**config.mk**
```make
export PLATFORM = sky130hd
export DESIGN_NAME = rf_param
export DESIGN_NICKNAME = d
export VERILOG_FILES = /design/src/rtl/rf_param.sv
export SDC_FILE = /design/constraint.sdc
export NUM_CORES = 1
export LEC_CHECK = 0
export CAP_MARGIN = 20
export CORE_ASPECT_RATIO = 0.7
export CORE_MARGIN = 1
export CORE_UTILIZATION = 35
export DETAILED_ROUTE_END_ITERATION = 12
export SLEW_MARGIN = 15
export SYNTH_ARGS = -nofsm -noshare
export SYNTH_HDL_FRONTEND = slang
export SYNTH_SLANG_ARGS = --single-unit
export TNS_END_PERCENT = 30
```
**constraint.sdc**
```tcl
create_clock -name clk -period 6.4 [get_ports clk]
set_input_delay 0.64 -clock clk [delete_from_list [all_inputs] [get_ports clk]]
set_output_delay 0.64 -clock clk [all_outputs]
set_load 0.05 [all_outputs]
```
**src/rtl/rf_param.sv**
```systemverilog
// Parametrised register file: registered multi-port reads with write-first
// forwarding, read stall with write-through, optional hardwired r0, clear engine.
module rf_param #(
    parameter int DATA_WIDTH = 16,
    parameter int ADDR_WIDTH = 3,
    parameter int NUM_RD     = 2,
    parameter int R0_ZERO    = 0
) (
    input  logic                         clk,
    input  logic                         rst,
    input  logic                         wr_en,
    input  logic [ADDR_WIDTH-1:0]        wr_sel,
    input  logic [DATA_WIDTH-1:0]        wr_port,
    input  logic [NUM_RD*ADDR_WIDTH-1:0] rd_sel,
    input  logic                         rd_stall,
    output logic [NUM_RD*DATA_WIDTH-1:0] rd_port,
    output logic                         busy
);
    localparam int DEPTH = 2 ** ADDR_WIDTH;
    localparam logic [ADDR_WIDTH-1:0] LAST_IDX = ADDR_WIDTH'(DEPTH - 1);
    localparam logic [ADDR_WIDTH-1:0] ADDR_ONE = ADDR_WIDTH'(1);
    localparam logic R0_HARD = (R0_ZERO != 0);

    typedef enum logic [0:0] {ST_CLEAR = 1'b0, ST_RUN = 1'b1} state_t;

    state_t                            state_q, state_d;
    logic [ADDR_WIDTH-1:0]             clr_ptr_q, clr_ptr_d;
    logic                              busy_q, busy_d;
    logic [NUM_RD-1:0][ADDR_WIDTH-1:0] rd_sel_s;
    logic [NUM_RD-1:0][ADDR_WIDTH-1:0] rd_sel_q, rd_sel_d;
    logic [NUM_RD-1:0][DATA_WIDTH-1:0] rd_port_q, rd_port_d;
    logic [DATA_WIDTH-1:0]             mem_q [DEPTH];
    logic                              mem_we_s;
    logic [ADDR_WIDTH-1:0]             mem_waddr_s;
    logic [DATA_WIDTH-1:0]             mem_wdata_s;
    logic                              wr_blocked_s;
    logic                              wr_ok_s;

    assign rd_sel_s     = rd_sel;
    assign wr_blocked_s = R0_HARD && (wr_sel == '0);
    assign wr_ok_s      = wr_en && !wr_blocked_s;

    // Next-state logic: clear sweep, architectural writes and per-port reads
    always_comb begin
        state_d     = state_q;
        clr_ptr_d   = clr_ptr_q;
        busy_d      = busy_q;
        rd_sel_d    = rd_sel_q;
        rd_port_d   = rd_port_q;
        mem_we_s    = 1'b0;
        mem_waddr_s = wr_sel;
        mem_wdata_s = wr_port;
        case (state_q)
            ST_CLEAR: begin
                mem_we_s    = 1'b1;
                mem_waddr_s = clr_ptr_q;
                mem_wdata_s = '0;
                clr_ptr_d   = clr_ptr_q + ADDR_ONE;
                rd_port_d   = '0;
                if (clr_ptr_q == LAST_IDX) begin
                    state_d = ST_RUN;
                    busy_d  = 1'b0;
                end else begin
                    state_d = ST_CLEAR;
                    busy_d  = 1'b1;
                end
            end
            ST_RUN: begin
                mem_we_s = wr_ok_s;
                busy_d   = 1'b0;
                for (int i = 0; i < NUM_RD; i++) begin
                    if (!rd_stall) begin
                        rd_sel_d[i] = rd_sel_s[i];
                        // mem_q still holds the pre-write value here, so forward explicitly
                        if (R0_HARD && (rd_sel_s[i] == '0)) begin
                            rd_port_d[i] = '0;
                        end else if (wr_en && (wr_sel == rd_sel_s[i])) begin
                            rd_port_d[i] = wr_port;
                        end else begin
                            rd_port_d[i] = mem_q[rd_sel_s[i]];
                        end
                    end else if (wr_ok_s && (wr_sel == rd_sel_q[i])) begin
                        rd_port_d[i] = wr_port;
                    end else begin
                        rd_port_d[i] = rd_port_q[i];
                    end
                end
            end
            default: begin
                state_d   = ST_CLEAR;
                clr_ptr_d = '0;
                busy_d    = 1'b1;
                rd_sel_d  = '0;
                rd_port_d = '0;
            end
        endcase
    end

    // Control and read-output registers with synchronous reset
    always_ff @(posedge clk) begin
        if (rst) begin
            state_q   <= ST_CLEAR;
            clr_ptr_q <= '0;
            busy_q    <= 1'b1;
            rd_sel_q  <= '0;
            rd_port_q <= '0;
        end else begin
            state_q   <= state_d;
            clr_ptr_q <= clr_ptr_d;
            busy_q    <= busy_d;
            rd_sel_q  <= rd_sel_d;
            rd_port_q <= rd_port_d;
        end
    end

    // Storage array; contents are left untouched on a reset edge
    always_ff @(posedge clk) begin
        if (mem_we_s && !rst) begin
            mem_q[mem_waddr_s] <= mem_wdata_s;
        end
    end

    assign rd_port = rd_port_q;
    assign busy    = busy_q;

endmodule

```
=== Word level (Yosys, flattened, before mapping) ===
Memory sizes are Yosys's and may differ from the RTL's.
Index checks and enable logic that the tools add are counted.
W data, S select, Z words.

* Flip-flop bits (word level): 43
* RAM bits: 128
* Input bits: 29
* Output and inout bits: 33
* Logic and storage cells: 41
* Memories kept: 1

{| class="wikitable"
|+ Memory list
! memory !! depth !! bits a word !! read ports !! clocked after memory_dff !! write ports !! RTL line !! source
|-
| mem_q || 8 || 16 || 2 || 0 || 1 || 32 || <nowiki>logic [DATA_WIDTH-1:0] mem_q [DEPTH];</nowiki>
|}

* Add/sub/neg operators: 1
* Equal/unequal tests: 7
* Muxes and demuxes: 16
* Bitwise logic cells: 2
* Reduce and logical (&&, ||, !) cells: 7

{| class="wikitable"
|+ Operators with widths
! operator !! number
|-
| $mux W16 || 7
|-
| $pmux W32 S2 || 1
|-
| $eq A3 B3 Y1 || 4
|-
| $ne A3 B2 Y1 const B || 2
|-
| $logic_and A1 B1 Y1 || 5
|-
| $mux W1 || 5
|-
| $pmux W1 S2 || 2
|-
| $add A3 B1 Y3 const B || 1
|-
| $eq A3 B3 Y1 const B || 1
|-
| $mux W3 || 1
|-
| $not A1 Y1 || 2
|-
| $reduce_and A2 Y1 || 1
|-
| $logic_not A1 Y1 || 1
|}

=== Logic depth before layout (Yosys ltp) ===
Gate-level depths: netlist of run 1.

* Depth after elaboration: 5
* Depth in mapped cells: 6
* Gate-level depth less buffers: 5

=== Worst setup path after synthesis of run 1 ===
No wires, ideal clock.

* Path kind: input to register
* Start: in wr_sel[0]
* End: mem mem_q[4][0] (enable)
* Library setup time: 0.388 ns
* Data arrival time: 1.839 ns
* Required time: 6.012 ns
* Setup slack: 4.173 ns
* Stages: 5
* Buffers on the path: 1
* Path through: buf_2 nand3b_1 o21ai_0 nand2b_1 nor2_1

* Longest elaborated chain between the ends: 1

{| class="wikitable"
|+ Ends and longest elaborated chain
! element !! RTL line !! source
|-
| from (decl) || 12 || <nowiki>input logic [ADDR_WIDTH-1:0] wr_sel,</nowiki>
|-
| $mux W3 || 53 || <nowiki>case (state_q)</nowiki>
|-
| to (decl) || 32 ||
|}

Every way passes these cells.

=== Worst setup path in the final report of run 1 ===
* Start: in rd_sel[1]
* End: reg rd_port_q (netlist bit rd_port[3])

* Longest elaborated chain between the ends: 5
* Elaborated cells between the ends (all ways): 6
* Classes of those cells: eq/ne: 1; mux: 3; reduce/logical: 1; memory: 1

{| class="wikitable"
|+ Ends and longest elaborated chain
! element !! RTL line !! source
|-
| from (decl) || 14 || <nowiki>input logic [NUM_RD*ADDR_WIDTH-1:0] rd_sel,</nowiki>
|-
| branches (longest 2 deep; another with $mem_v2 Z8 W16) || - ||
|-
| $mux W16 * || 77 || <nowiki>end else if (wr_en && (wr_sel == rd_sel_s[i])) begin</nowiki>
|-
| $mux W16 * || 72 || <nowiki>if (!rd_stall) begin</nowiki>
|-
| $pmux W32 S2 * || 53 ||
|-
| to (signal assigned) || 112 || <nowiki>rd_port_q <= rd_port_d;</nowiki>
|-
| to (decl) || 31 || <nowiki>logic [NUM_RD-1:0][DATA_WIDTH-1:0] rd_port_q, rd_port_d;</nowiki>
|}

Mark *: on every way between the ends.
A chain may end at the register's enable or synchronous reset.

==> flow_summary.toml, run 1 <==
[timing]
setup_viol = 0
worst-slew-pin-transition_ns = 1.13
period_needed_ns = 2.73
post-route-period-util_pct = 42.6
relSlewSlack_pct = 24.4
slew_violations = 0
fin_tns_setup_ns = 0
max_freq_mhz = 367
rsz0062_at_grt = "no"
finClkSkew_ns = 0.00957
hold_violations = 0

[critical_path]
cp-start-kind = "input port"
cp-end-kind = "flop"
ff2ff_path_depth = 5
critPathKind = "input port to flop"
rr_startpoint = "state_q"
crit_fanout = 34
critPathArrivalTime_ns = 3.04
crit_required_ns = 6.72
rr_endpoint = "rd_port[6]"
ff2ff_setup_slack_ns = 4.25

[route]
viasPerCell = 5.42
drc_errors = 0
num_vias = 4944
final_antenna_net_count = 0
postRouteWirelength_um = 20900
drt_iter0_drc = 366
drtPass1Iterations = 4
post_drt_wl_per_cell_um = 23.0

[global_routing]
grt_usage_pct = 17.4
grt_pass1_vias = 5096
overflow = 0
grt_max_degree = 36
antenna_found_initial = 0
grt_pass1_wl_um = 31100

[clock_tree]
cts.sinks = 171
cts_buffer_depth = 2
tritoncts = "done"
cts_hold_buf = 0
path_clk_slew_ns = 0.07
cts_inserted_buffers = 17
cts_resized = 0
htreeDepth = 4
cts_root_buf = "clkbuf_16"
clk_latency_ns = 0.43
cts_setup_buffers = 0

[floorplan]
io_pins = 62
fp.dieW_um = 187
die_h_um = 132
core_area_um2 = 23600
initial_core_util_pct = 35.6
std_cell_rows = 47
fp.dieArea_um2 = 24600

[layout]
fin_nets = 612
stdcell_count = 912
diodes = 0
area_growth_pct = 17.7
drive_gt1_share_pct = 15.7

[synth]
syn_inst = 521
ys_top_cells_by_count = "128 x edfxtp_1, 59 x mux4_1, 43 x dfxtp_1"
synth_edf_count = 128
synth_async_sr_flop_share_pct = 0
synth_most_common_cell = "edfxtp_1"
synth_cell_types = 37
syn_avg_cell_area_um2 = 16.1
synth-seq-cells = 171
syn-num-nets = 552
synthTopCellsByArea = "edfxtp_1 46%, mux4_1 18%, dfxtp_1 10%, mux2i_1 4.8%, mux2_2 4.0%"
yosysTopAreaCellShare_pct = 45.7
synthFlopType = "edfxtp_1"
yosysSeqAreaShare_pct = 56.0
synth_warnings = 0
syn-cell-area_um2 = 8400
yosys.area.top_type = "edfxtp_1"

[power_and_ir_drop]
power_per_cell_area_nw_per_um2 = 249
ir_worst_vdd_uv = 200
p_leak_nw = 3.52

[hold_path]
hold_path_depth = 2
min_path_type = "flop to flop"
min_from = "rd_port[17]"
hold_path_end = "rd_port[17]"

[place]
io_buffer_count = 61
dp_hpwl_um = 12300
placedCellCount = 879
gp_congestion = 0.749

[run_status]
status = "completed"

[run]
cap_violations = 0
==> cell usage in the layout (no fill, tap or decap), types with 19 or more instances in the layout <==
master           instances
edfxtp_1               128
mux4_1                  59
clkdlybuf4s50_1         59
dfxtp_1                 43
mux2i_1                 40
nand2_1                 32
a21oi_1                 32
mux2_2                  30
o21ai_0                 25
nor2_1                  22
and2_1                  19
==> state kept, by name (all words and copies together), names as in the netlist <==
register / cells
rd_sel_q: 6
clr_ptr_q: 3
rd_port: 32
busy: 1
state_q: 1
mem_q: 128
==> per-layer routing <==
layer	GRT usage, %	up-vias	part of all wire [%]
met5	0	-	0
met4	4.78	0	0.91
met3	3.50	19	4.4
met2	28.1	122	48
met1	23.9	2575	47
li1	-	2228	-
==> power breakdown <==
group | switching (mW) | internal, mW
clock | 0.441 | 0.587
combinational | 0.115 | 0.107
sequential | 0.0105 | 1.21
==> metrics by stage <==
step	hold slack, ns	total power [mW]	utilization (%)	setup WS (ns)	area [um2]
detailed placement	0.460	1.46	39.3	2.95	9270
global placement	0.447	1.46	39.3	2.98	9260
CTS	0.472	2.48	41.8	3.41	9860
finish	0.466	2.47	41.9	3.67	9890
floorplan	0.481	1.39	-	4.17	8400
global route	0.482	2.54	41.9	3.58	9890
==> area by class of cell <==
class                           instances  area, um2
Clock inverter                         14        146
Timing Repair Buffer                   79        759
Inverter                                3       11.3
Multi-Input combinational cell        309       3430
Fill cell                            2101      13700
Clock buffer                           18        439
Sequential cell                       171       4700
Tap cell                              318        398
==> worst max-delay path: stages <==
cell             delay (ns)
clkdlybuf4s50_1        0.46
buf_4                  0.44
xnor2_1                0.19
a41oi_4                0.90
mux2i_1                0.30
a21oi_1                0.09
==> kinds of logic (layout without fill, tap and decap cells) <==
family,after synthesis,count (layout),share of synthesized area [%]
flops,171,171,56.0
buf+inv,41,114,3.25
mux,134,134,28.6
simple gates,84,84,4.68
xor+xnor,13,13,1.35
compound gates,76,76,5.87
fa+ha+maj,2,2,0.298
==> how the worst max path moves through the flow <==
stage             endpoint  slack (ns)  startpoint
2_1_floorplan  mem_q[4][0]        4.17   wr_sel[0]
3_5_place_dp   rd_port[23]        2.95   rd_sel[4]
5_1_grt         rd_port[5]        3.58   rd_sel[1]
3_3_place_gp   rd_port[23]        2.98   rd_sel[4]
6_report        rd_port[3]        3.67   rd_sel[1]
4_1_cts        rd_port[23]        3.41   rd_sel[4]
No activity file was read; power rests on OpenSTA's default activity.
==> run 2: changes to the inputs <==
clock period = 2.75 ns   (was 6.4 ns; I/O delays follow)
==> run 2 against run 1 <==
Setup slack got worse by 2.9 ns. Via count rose by 1.7%. Routed wire length rose by 0.90%. Critical path depth fell by 5. Sequential power rose by 130%. Clock power rose by 140%. Final area rose by 1.5%. Non-clock buffer count rose by 13. Sequential share of layout area fell by 0.71 points. First-iteration DRC count rose by 6.6%. Hold slack got worse by 0.17 ns. Clock-buffer cell count rose by 1.
==> flow_summary.toml, run 2 (synthesized netlist as in run 1, its figures left out) <==
[timing]
post-route-period-util_pct = 72.9
setup_slack_ns = 0.746
finClkSkew_ns = 0.0105
worst-slew-pin-transition_ns = 0.697
period_needed_ns = 2.00
fin_tns_setup_ns = 0
hold_violations = 0
slew_violations = 0
max_freq_mhz = 499
relSlewSlack_pct = 53.4
rsz0062_at_grt = "no"
setup_viol = 0

[critical_path]
ff2ff_path_depth = 5
crit_path_end = "rd_port[14]"
slowest_delay_ns = 0.89
critPathArrivalTime_ns = 1.73
cp_top_family = "buffers and inverters"
crit_fanout = 3
cp-end-kind = "output pin"
cp-start-kind = "flop"
ff2ff_setup_slack_ns = 0.88
critPathKind = "flop to output pin"
crit_path_cell_trace = "clkdlybuf4s50_1"
rr_endpoint = "rd_port[9]"
crit_path_start = "rd_port[14]"
rr_startpoint = "state_q"
crit_cells = 1
critPathSlowestCell = "clkdlybuf4s50_1"
crit_required_ns = 2.48
critPathBufInv = 1

[place]
placedCellCount = 893
io_buffer_count = 61
place_ws_ns = 0.473
dp_hpwl_um = 13200
gp_congestion = 0.770
place_area_um2 = 9440

[power_and_ir_drop]
p_sw_share_pct = 23.4
power_mw = 5.82
intPower_mw = 4.46
p_sw_mw = 1.36
p_leak_nw = 3.61
ir_worst_vdd_uv = 448
p_comb_share_pct = 9.3
clock_power_share_pct = 42.1
power_per_cell_area_nw_per_um2 = 580
seqPwrFrac_pct = 48.6

[floorplan]
die_h_um = 132
core_area_um2 = 23600
fp.dieArea_um2 = 24600
fp.dieW_um = 187
std_cell_rows = 47
initial_core_util_pct = 35.6
io_pins = 62

[route]
drc_errors = 0
viasPerCell = 5.43
post_drt_wl_per_cell_um = 22.8
final_antenna_net_count = 0
drtPass1Iterations = 6
drt_iter0_drc = 390
postRouteWirelength_um = 21100
num_vias = 5026

[global_routing]
overflow = 0
grt_max_degree = 35
grt_pass1_wl_um = 31700
grt_pass1_vias = 5089
antenna_found_initial = 0
grt_usage_pct = 17.7

[layout]
final_cell_area_um2 = 10000
top_register = "mem_q"
final_cell_mix = "128 x edfxtp_1, 59 x mux4_1, 59 x clkdlybuf4s50_1, 43 x dfxtp_1, 40 x mux2i_1"
largest_reg_flops = 128
stdcell_count = 925
drive_gt1_share_pct = 17.5
final_common_cell = "edfxtp_1"
diodes = 0
area_growth_pct = 19.4
fin_nets = 625

[clock_tree]
cts_setup_buffers = 0
path_clk_slew_ns = 0.07
tritoncts = "done"
cts_buffer_depth = 2
cts_inserted_buffers = 17
htreeDepth = 4
cts_resized = 0
cts_root_buf = "clkbuf_16"
cts_hold_buf = 0
clk_latency_ns = 0.44
cts.sinks = 171

[run]
cap_violations = 0

[hold_path]
min_from = "rd_sel[3]"
min_path_type = "input port to flop"

[run_status]
status = "completed"
[run 2: cell count changes in the layout (fill, tap and decap cells not counted), sizes merged]
cell | before | now
inv | 5 | 10
buf | 20 | 33
clkbuf | 18 | 19
clkinvlp | 1 | 0
clkinv | 9 | 4
[run 2: worst min-delay path by stage]
stage / to / cells past startpoint
2_1_floorplan: busy / 1
3_3_place_gp: rd_port[7] / 2
3_5_place_dp: rd_port[26] / 2
4_1_cts: rd_sel_q[3] / 3
5_1_grt: rd_sel_q[3] / 3
6_report: rd_sel_q[3] / 3
[run 2: power by group through the flow]
stage,Sequential [mW],Clock (mW),Combinational [mW]
6_report,2.83,2.45,0.539
5_1_grt,2.83,2.59,0.568
4_1_cts,2.83,2.49,0.542
3_5_place_dp,2.89,0,0.539
3_3_place_gp,2.88,0,0.529
2_1_floorplan,2.88,0,0.358
[run 2: layout make-up]
cell class / instances / area, um2
Sequential cell: 171 / 4700
Fill cell: 2077 / 13500
Clock buffer: 19 / 443
Clock inverter: 13 / 155
Timing Repair Buffer: 92 / 896
Tap cell: 318 / 398
Inverter: 3 / 11.3
Multi-Input combinational cell: 309 / 3430
[run 2: per-stage QoR]
step | hold WS (ns) | utilization [%]
2_1_floorplan | 0.395 | -
3_3_place_gp | 0.454 | 40.0
3_5_place_dp | 0.461 | 40.0
4_1_cts | 0.262 | 42.6
5_1_grt | 0.290 | 42.6
6_report | 0.294 | 42.6
[run 2: layer usage]
| metal | global-route usage [%] | vias up | routed length [um] |
|---|---|---|---|
| met5 | 0 | - | 0 |
| met4 | 6.19 | 0 | 286 |
| met2 | 27.0 | 174 | 9690 |
| li1 | - | 2250 | - |
| met1 | 25.2 | 2577 | 9850 |
| met3 | 3.42 | 25 | 1300 |
